===== config.mk =====
export PLATFORM = sky130hd
export DESIGN_NAME = button_debouncer
export DESIGN_NICKNAME = d
export VERILOG_FILES = /design/src/rtl/button_debouncer.sv
export SDC_FILE = /design/constraint.sdc
export NUM_CORES = 1
export LEC_CHECK = 0
export BUFFER_PORTS_ARGS = -buffer_cell sky130_fd_sc_hd__clkbuf_2
export CORE_MARGIN = 3
export CORE_UTILIZATION = 40
export DETAILED_ROUTE_END_ITERATION = 6
export GPL_TIMING_DRIVEN = 0
export PLACE_DENSITY_LB_ADDON = 0.2
export SETUP_SLACK_MARGIN = 0.1
export SLEW_MARGIN = 30
export SYNTH_ARGS = -nofsm -noshare
export SYNTH_HDL_FRONTEND = slang
export SYNTH_SLANG_ARGS = --single-unit

===== constraint.sdc =====
create_clock -name i_clk -period 4.1 [get_ports i_clk]
set_clock_uncertainty 0.2 [all_clocks]
set_input_delay 0.41 -clock i_clk [delete_from_list [all_inputs] [get_ports i_clk]]
set_output_delay 0.41 -clock i_clk [all_outputs]
set_load 0.1 [all_outputs]

===== src/rtl/button_debouncer.sv =====
// button_debouncer: turns a raw, bouncing, asynchronous pin into a clean
// registered level plus one-cycle rise/fall enables.
// Input path: SYNC_STAGES-flop synchronizer -> stability counter -> 4-state FSM.
// Build option: define DEBOUNCE_FALL_PULSE_EN to build the o_fall pulse
// register. Otherwise o_fall is tied low and the port list stays unchanged.
//
// state      | meaning
// IDLE_LOW   | level accepted low, waiting for s=1
// CHECK_HIGH | s=1 seen, counting consecutive high samples
// IDLE_HIGH  | level accepted high, waiting for s=0
// CHECK_LOW  | s=0 seen, counting consecutive low samples

module button_debouncer #(
    parameter int SYNC_STAGES   = 2,
    parameter int STABLE_CYCLES = 250000
) (
    input  logic i_clk,
    input  logic i_reset,
    input  logic i_bouncy,
    output logic o_level,
    output logic o_rise,
    output logic o_fall
);

    localparam int CW = $clog2(STABLE_CYCLES);
    localparam logic [CW-1:0] CNT_LAST = CW'(STABLE_CYCLES - 1);
    localparam logic [CW-1:0] CNT_ONE  = CW'(1);

    generate
        if (STABLE_CYCLES < 2) begin : g_bad_stable
            $error("button_debouncer: STABLE_CYCLES must be at least 2");
        end
        if (SYNC_STAGES < 2 || SYNC_STAGES > 4) begin : g_bad_sync
            $error("button_debouncer: SYNC_STAGES must be in 2..4");
        end
    endgenerate

    typedef enum logic [1:0] {
        IDLE_LOW   = 2'd0,
        CHECK_HIGH = 2'd1,
        IDLE_HIGH  = 2'd2,
        CHECK_LOW  = 2'd3
    } state_t;

    logic [SYNC_STAGES-1:0] sync_q;
    logic                   s;
    state_t                 state_q;
    logic [CW-1:0]          cnt_q;
    logic                   level_q;
    logic                   rise_q;

    assign s = sync_q[SYNC_STAGES-1];

    // Plain flop chain; nothing between stages so metastability can settle.
    always_ff @(posedge i_clk or posedge i_reset) begin
        if (i_reset) begin
            sync_q <= '0;
        end else begin
            sync_q <= {sync_q[SYNC_STAGES-2:0], i_bouncy};
        end
    end

`ifdef DEBOUNCE_FALL_PULSE_EN
    logic fall_q;
`endif

    // Qualification FSM: a level is accepted after STABLE_CYCLES agreeing samples.
    always_ff @(posedge i_clk or posedge i_reset) begin
        if (i_reset) begin
            state_q <= IDLE_LOW;
            cnt_q   <= '0;
            level_q <= 1'b0;
            rise_q  <= 1'b0;
`ifdef DEBOUNCE_FALL_PULSE_EN
            fall_q  <= 1'b0;
`endif
        end else begin
            rise_q <= 1'b0;
`ifdef DEBOUNCE_FALL_PULSE_EN
            fall_q <= 1'b0;
`endif
            case (state_q)
                IDLE_LOW: begin
                    if (s) begin
                        state_q <= CHECK_HIGH;
                        cnt_q   <= CNT_ONE;
                    end else begin
                        cnt_q   <= '0;
                    end
                end
                CHECK_HIGH: begin
                    if (!s) begin
                        state_q <= IDLE_LOW;
                        cnt_q   <= '0;
                    end else if (cnt_q == CNT_LAST) begin
                        state_q <= IDLE_HIGH;
                        cnt_q   <= '0;
                        level_q <= 1'b1;
                        rise_q  <= 1'b1;
                    end else begin
                        cnt_q   <= cnt_q + CNT_ONE;
                    end
                end
                IDLE_HIGH: begin
                    if (!s) begin
                        state_q <= CHECK_LOW;
                        cnt_q   <= CNT_ONE;
                    end else begin
                        cnt_q   <= '0;
                    end
                end
                CHECK_LOW: begin
                    if (s) begin
                        state_q <= IDLE_HIGH;
                        cnt_q   <= '0;
                    end else if (cnt_q == CNT_LAST) begin
                        state_q <= IDLE_LOW;
                        cnt_q   <= '0;
                        level_q <= 1'b0;
`ifdef DEBOUNCE_FALL_PULSE_EN
                        fall_q  <= 1'b1;
`endif
                    end else begin
                        cnt_q   <= cnt_q + CNT_ONE;
                    end
                end
                default: begin
                    state_q <= IDLE_LOW;
                    cnt_q   <= '0;
                    level_q <= 1'b0;
                end
            endcase
        end
    end

    assign o_level = level_q;
    assign o_rise  = rise_q;
`ifdef DEBOUNCE_FALL_PULSE_EN
    assign o_fall  = fall_q;
`else
    assign o_fall  = 1'b0;
`endif

endmodule

Word-level counts from Yosys, hierarchy flattened
Cells that the tools add are included.
{ "classes": {"addsub": 1, "eq_ne": 12, "mux": 21, "n_reduce_logical": 4} }
{ "ops": {"columns": ["operator", "count"], "rows": [
  ["case mux 18 bit (4 select lines)", 1],
  ["two-way mux 18 bit", 3],
  ["adder 18 x 1 -> 18 bit (second input constant)", 1],
  ["== test 18 bit (second input constant)", 1],
  ["two-way mux 2 bit", 6],
  ["inequality test 2 bit (second input constant)", 6],
  ["two-way mux 1 bit", 9],
  ["case mux 2 bit (4 select lines)", 1],
  ["inequality test 3 bit (second input constant)", 2],
  ["AND reduction 5 bit", 1],
  ["== test 2 bit (second input constant)", 2],
  ["AND reduction 4 bit", 1],
  ["== test 2 x 1 -> 1 bit (second input constant)", 1],
  ["logical NOT 2 bit", 1],
  ["case mux 1 bit (2 select lines)", 1],
  ["nonzero test 2 bit", 1]
]} }
{ "word_totals": {"reg_bits": 24, "input_bits": 3} }

Longest topological paths before layout
Gate-level depths: netlist of the first run.
{ "logic_depth": {"word_depth": 4, "mapped_depth": 6} }

Least setup slack after synthesis of the first run
OpenSTA, ideal clock, no wires.
{ "synth_timing": {"path_type": "reg2reg", "from": "register cnt_q[9]", "to": "register (tool-made name)", "arrival_time_ps": 1621, "setup_slack_ps": 2154, "path_stages_with_launch": 6, "n_path_buf": 1, "synth_period_minus_slack_ps": 1946, "cell_sequence": "dfrtp_1 > buf_6 > or4_4 > nor2_4 > and3_4 > mux2_4"} }
{ "synth_rtl": {"columns": ["item", "line_no", "rtl"], "rows": [
  ["start: declaration", "48", "logic [CW-1:0] cnt_q;"],
  ["start signal: assignment", "101", "cnt_q <= cnt_q + CNT_ONE;"],
  ["start signal: assignment", "124", "cnt_q <= cnt_q + CNT_ONE;"]
]} }

==> impl_metrics.csv, run 1 <==
group,metric,value,unit
synthesis,yosysWarningCount,0,
run_status,status,"completed",
global_route,grt_antenna_before_repair,0,
timing,timing.setup.tns,0,ns
floorplanning,row_count,19,
timing,number_of_max_slew_violations_in_the_final_report,0,
critical_path,critical-path-slowest-cell,"nor4_2",
clock_network,insertion_delay,0.31,ns
timing,max_slew_margin,0.642,
drt,wl_per_cell,13.3,µm
critical_path,worst_r2r_path_depth,5,
hold_path,min_to,"sync_q[1]",
placed_design,post_dp_hpwl,1490,µm
pwr,power_per_cell_area,323,mW/mm²
timing,postLayoutSetupSlackWorst,1.99,ns
clock_network,htreeDepth,1,
floorplanning,dieHeight,60.7,µm
timing,timing_hold_violations_final,0,
drt,drt-vias-per-instance,5.31,
critical_path,reg2reg_from,"cnt_q[0]",
critical_path,crit_arrival,2.12,ns
floorplanning,floorplan.die.width,60.7,µm
drt,drc,0,
drt,totalWireLength,2030,µm
synthesis,syn_std_cell_area,0.00120,mm²
drt,firstDrtPassIters,4,
critical_path,crit_path_start_kind,"register",
hold_path,hold_path_cells,0,
hold_path,timing.hold.worst.start,"sync_q[0]",
critical_path,worst_ep_required_time,4.11,ns
finish,area_delta_synth_final,11.0,%
synthesis,synth_nets,116,
placed_design,port_buffers,4,
finish,multiInputGateArea,553,µm²
drt,iteration_0_drc_markers,48,
global_route,wire_length_of_the_first_global_routing_pass,3620,µm
critical_path,crit_path_max_fanout,4,
timing,max_freq,0.473,GHz
timing,worst_pin_slew,0.540,ns
synthesis,synth_cells,112,
synthesis,synth.lib_cells_used.distinct,34,
critical_path,max_stage_delay,0.46,ns
clock_network,clkTransAtPathRegs,0.13,ns
finish,fraction_of_final_layout_cells_sized_beyond_drive_strength_1,0.172,
critical_path,worstSetupEndpointType,"register",
critical_path,regToRegSetupSlack,1.99,ns
clock_network,cts_inserted_buffers,3,
synthesis,yosys_register_bits,24,
finish,fill_cells,274,
critical_path,critical_path_type,"reg2reg",
finish,final_net_count,127,
hold_path,worstHoldPathType,"reg2reg",
synthesis,synth_seq_area_share,0.501,
clock_network,cts_tree,"done",
clock_network,cts_sinks,24,
job,maxCapViolCount,0,
floorplanning,die_area,0.00369,mm²
pwr,power.static_leakage,0.549,nW
floorplanning,coreArea,0.00281,mm²
critical_path,setup.worst_path.start,"cnt_q[0]",
floorplanning,floorplan.initialDensity,0.427,
placed_design,finalWeightedCongestion,0.799,
synthesis,syn_area_per_cell,10.7,µm²
global_route,grtUsageTotal,0.133,
finish,regArea,601,µm²
finish,antenna_cells,0,
timing,rsz0062_at_grt,"no",
pwr,largest_voltage_drop_on_the_vdd_net,136,µV
clock_network,cts-resized-gates,0,
floorplanning,io_pins,6,
timing,layout_min_cycle_time,2.11,ns
global_route,grt_max_degree,25,
clock_network,clockBufferDepth,2,
placed_design,post-place-ws,1.98,ns
critical_path,path_cells,"ha_1 -> nand3_1 -> nor4_2 -> and3_4 -> mux2_4",
drt,routed-via-count,812,
timing,finalSetupViolations,0,
finish,utilization,0.474,
global_route,grt-ovfl-total,0,
timing,period_share,0.516,
drt,route.antenna.remaining_nets,0,
clock_network,root_buffer,"clkbuf_4",
global_route,first_global_vias,773,
-- metrics by stage --
step | instance area [µm²] | hold WS (ns) | std cells | power [mW]
after floorplan | 1200 | 0.131 | 112 | 0.261
after global placement | 1260 | 0.134 | 147 | 0.265
after detailed placement | 1260 | 0.137 | 147 | 0.266
after CTS | 1320 | 0.0733 | 152 | 0.439
after global routing | 1330 | 0.194 | 153 | 0.455
final | 1330 | 0.165 | 153 | 0.430
-- cell type report --
cell class / count / share of cell area
clock inverter: 1 / 0.0226
timing repair buffer: 6 / 0.0301
inverter: 4 / 0.0113
clock buffer: 3 / 0.0169
sequential: 24 / 0.452
buffer: 4 / 0.0226
multi-input combinational: 80 / 0.416
tap: 31 / 0.0292
-- state kept, by name, indices dropped and copies added, names as in the netlist, named ones only --
| signal | count |
|---|---|
| o_rise | 1 |
| cnt_q | 18 |
| sync_q | 2 |
| state_q | 1 |
| o_level | 1 |
-- worst max path at each step --
stage / to / slack [ns]
final: register / 1.99
after global routing: register / 1.86
after CTS: register / 1.97
after detailed placement: register / 1.98
after global placement: register / 2.00
after floorplan: register / 2.15
-- kinds of logic (layout without fill, tap and decap cells) --
| logic type | after synthesis | after routing | synth area share |
|---|---|---|---|
| AO/OA/AOI/OAI | 8 | 8 | 0.0553 |
| XOR/XNOR | 15 | 15 | 0.110 |
| adder cells (fa/ha/maj) | 1 | 1 | 0.0104 |
| buffers and inverters | 8 | 18 | 0.0376 |
| flip-flops | 24 | 24 | 0.501 |
| multiplexers | 1 | 1 | 0.0125 |
| other | 1 | 1 | 0.00313 |
| AND/OR/NAND/NOR | 54 | 54 | 0.270 |
-- critical path: cells and delay by family (launching register included) --
| family | cells | cell delay (ns) |
|---|---|---|
| multiplexers | 1 | 0.29 |
| AND/OR/NAND/NOR | 3 | 0.88 |
| flip-flops | 1 | 0.42 |
| adder cells (fa/ha/maj) | 1 | 0.22 |
-- cells in the final DEF (no fill, tap or decap), drive strengths merged, types with 2 or more instances in the layout --
master       instances
inv                  4
nand3                7
a21oi                2
dlygate4sd3          2
clkbuf               8
xor2                 8
nand2b               2
xnor2                7
nor3                 2
o41ai                2
nor2                19
or4b                 2
and3                 2
nor4                 3
and4                 4
dfrtp               24
nand2                4
nand4                6
buf                  3
-- metal layers --
| layer | up-vias | global-route usage | part of all wire |
|---|---|---|---|
| met1 | 390 | 0.187 | 0.51 |
| met3 | 2 | 0.0255 | 0.021 |
| met4 | 0 | 0.0557 | 0.0074 |
| li1 | 411 | - | - |
| met5 | - | 0 | 0 |
| met2 | 9 | 0.200 | 0.47 |
-- cell usage after synthesis, drive strengths merged --
cell      n  area, µm²
nand4bb   1       11.3
ha        1       12.5
or4b      2       20.0
dfrtp    24        601
nand2b    2       12.5
nand2     4       15.0
and4      4       37.5
nor2     19       78.8
nor3      2       10.0
nand3     7       40.0
and2      1       6.26
or4       1       11.3
a21boi    1       7.51
inv       4       15.0
a21o      1       15.0
a211oi    1       7.51
xor2      8       70.1
a21oi     2       10.0
nor4      3       25.0
a211o     1       8.76
clkbuf    1       3.75
buf       3       26.3
mux2      1       15.0
and3      2       18.8
o41ai     2       17.5
conb      1       3.75
nand4     6       37.5
xnor2     7       61.3
-- power breakdown --
part	leakage, nW	internal [mW]	switching [mW]
Sequential	0.326	0.239	0.00255
Combinational	0.195	0.00621	0.0136
Clock	0.0279	0.0987	0.0691
-- what timing repair did --
action                                 CTS  global route
endpoints found under the hold margin    1            24
hold buffers                             1             1
setup buffers                            0             0
Note: power is estimated with default switching activity, not from simulation.
==> run 2: changes to the inputs <==
==> constraint.sdc (replaced) <==
create_clock -name i_clk -period 2.15 [get_ports i_clk]
set_clock_uncertainty 0.2 [all_clocks]
set_input_delay 0.215 -clock i_clk [delete_from_list [all_inputs] [get_ports i_clk]]
set_output_delay 0.215 -clock i_clk [all_outputs]
set_load 0.1 [all_outputs]
==> impl_metrics.csv, run 2 (synthesis gave the netlist of run 1 again) <==
group,metric,value,unit
floorplanning,row_count,19,
global_route,grt-ovfl-total,0,
finish,fill_cells,268,
finish,top_register,"cnt_q",
timing,timing_hold_violations_final,0,
floorplanning,coreArea,0.00281,mm²
finish,fin_area,0.00137,mm²
job,maxCapViolCount,0,
clock_network,insertion_delay,0.31,ns
critical_path,crit_path_start_kind,"register",
drt,routed-via-count,825,
critical_path,worst_ep_required_time,2.16,ns
timing,hold_ws,0.165,ns
clock_network,htreeDepth,1,
critical_path,crit_path_max_fanout,6,
timing,finalSetupViolations,0,
pwr,power_per_cell_area,601,mW/mm²
floorplanning,dieHeight,60.7,µm
placed_design,port_buffers,4,
timing,max_slew_margin,0.642,
placed_design,post_dp_hpwl,1490,µm
finish,fraction_of_final_layout_cells_sized_beyond_drive_strength_1,0.198,
run_status,status,"completed",
clock_network,cts_sinks,24,
drt,drt-vias-per-instance,5.25,
clock_network,cts_tree,"done",
critical_path,crit_arrival,2.02,ns
timing,worst_pin_slew,0.540,ns
critical_path,worstSetupEndpointType,"register",
placed_design,finalWeightedCongestion,0.799,
drt,route.antenna.remaining_nets,0,
finish,antenna_cells,0,
global_route,grt_antenna_before_repair,0,
clock_network,root_buffer,"clkbuf_4",
critical_path,regToRegSetupSlack,0.14,ns
timing,number_of_max_slew_violations_in_the_final_report,0,
timing,layout_min_cycle_time,2.01,ns
clock_network,clkTransAtPathRegs,0.13,ns
timing,rsz0062_at_grt,"yes",
floorplanning,io_pins,6,
timing,period_share,0.934,
placed_design,dpl-instance-area,0.00126,mm²
drt,iteration_0_drc_markers,42,
critical_path,critical_path_type,"reg2reg",
placed_design,post-place-ws,0.0260,ns
global_route,grt_max_degree,25,
pwr,largest_voltage_drop_on_the_vdd_net,259,µV
timing,timing.setup.tns,0,ns
placed_design,placed_cells_incl_taps,147,
clock_network,clockBufferDepth,2,
finish,area_delta_synth_final,14.2,%
floorplanning,floorplan.initialDensity,0.427,
timing,max_freq,0.498,GHz
finish,largest_reg_flops,18,
floorplanning,floorplan.die.width,60.7,µm
drt,wl_per_cell,13.5,µm
floorplanning,die_area,0.00369,mm²
hold_path,worstHoldPathType,"reg2reg",
global_route,grtUsageTotal,0.132,
finish,stdcell_count,157,
finish,utilization,0.488,
finish,final_net_count,131,
drt,firstDrtPassIters,4,
global_route,first_global_vias,780,
drt,drc,0,
global_route,wire_length_of_the_first_global_routing_pass,3620,µm
finish,layout_commonest_cell,"dfrtp_1",
finish,layout.cells.most_common_list,"dfrtp_1, nor2_1, xor2_1",
pwr,power.total,0.823,mW
timing,postLayoutSetupSlackWorst,0.143,ns
pwr,power.static_leakage,0.573,nW
finish,largestRegisters,"cnt_q (18), sync_q (2)",
drt,totalWireLength,2110,µm
clock_network,cts_inserted_buffers,3,
[run 2: worst max-delay path, stage by stage (launching register included)]
cell,delay (ns)
dfrtp_1,0.40
buf_6,0.13
or4_4,0.52
nor2_4,0.16
and3_4,0.21
mux2_4,0.29
[run 2: repair_timing]
| action | 4_1_cts | 5_1_grt |
|---|---|---|
| pin swaps | 1 | 2 |
| resized for setup | 1 | 0 |
| endpoints found under the hold margin | 25 | 0 |
| hold buffers | 2 | 0 |
| endpoints found under the setup margin | 7 | 1 |
| setup buffers | 0 | 4 |
[run 2: final timing paths]
| kind | startpoint | end | depth (start not counted) |
|---|---|---|---|
| worst max-delay path | cnt_q[9] | register | 5 |
| worst min-delay path | sync_q[0] | sync_q[1] | 0 |
| worst max register to register | cnt_q[9] | register | 5 |
| worst min register to register | sync_q[0] | sync_q[1] | 0 |
| max in group asynchronous | i_reset | cnt_q[12] | 3 |
| min in group asynchronous | i_reset | asynchronous set/reset pin | 3 |
[run 2: cell type report]
| cell class | count | area (µm²) | area share |
|---|---|---|---|
| inverters | 4 | 15.0 | 0.0110 |
| repair buffers | 10 | 70.1 | 0.0512 |
| clock inverters | 1 | 30.0 | 0.0219 |
| multi-input cells | 80 | 562 | 0.410 |
| well taps | 31 | 38.8 | 0.0283 |
| clock buffers | 3 | 22.5 | 0.0165 |
| flip-flops and latches | 24 | 601 | 0.439 |
| plain buffers | 4 | 30.0 | 0.0219 |
[run 2: metal layers]
metal | share of wire | global-route usage
met1 | 0.50 | 0.184
met2 | 0.47 | 0.205
met3 | 0.018 | 0.0255
met4 | 0.0080 | 0.0464
met5 | 0 | 0
[run 2: power by group]
| group | switching, mW | internal [mW] | total (mW) |
|---|---|---|---|
| logic | 0.0262 | 0.0118 | 0.0380 |
| registers | 0.00492 | 0.457 | 0.462 |
| clock network | 0.135 | 0.188 | 0.324 |
| total | 0.167 | 0.657 | 0.823 |
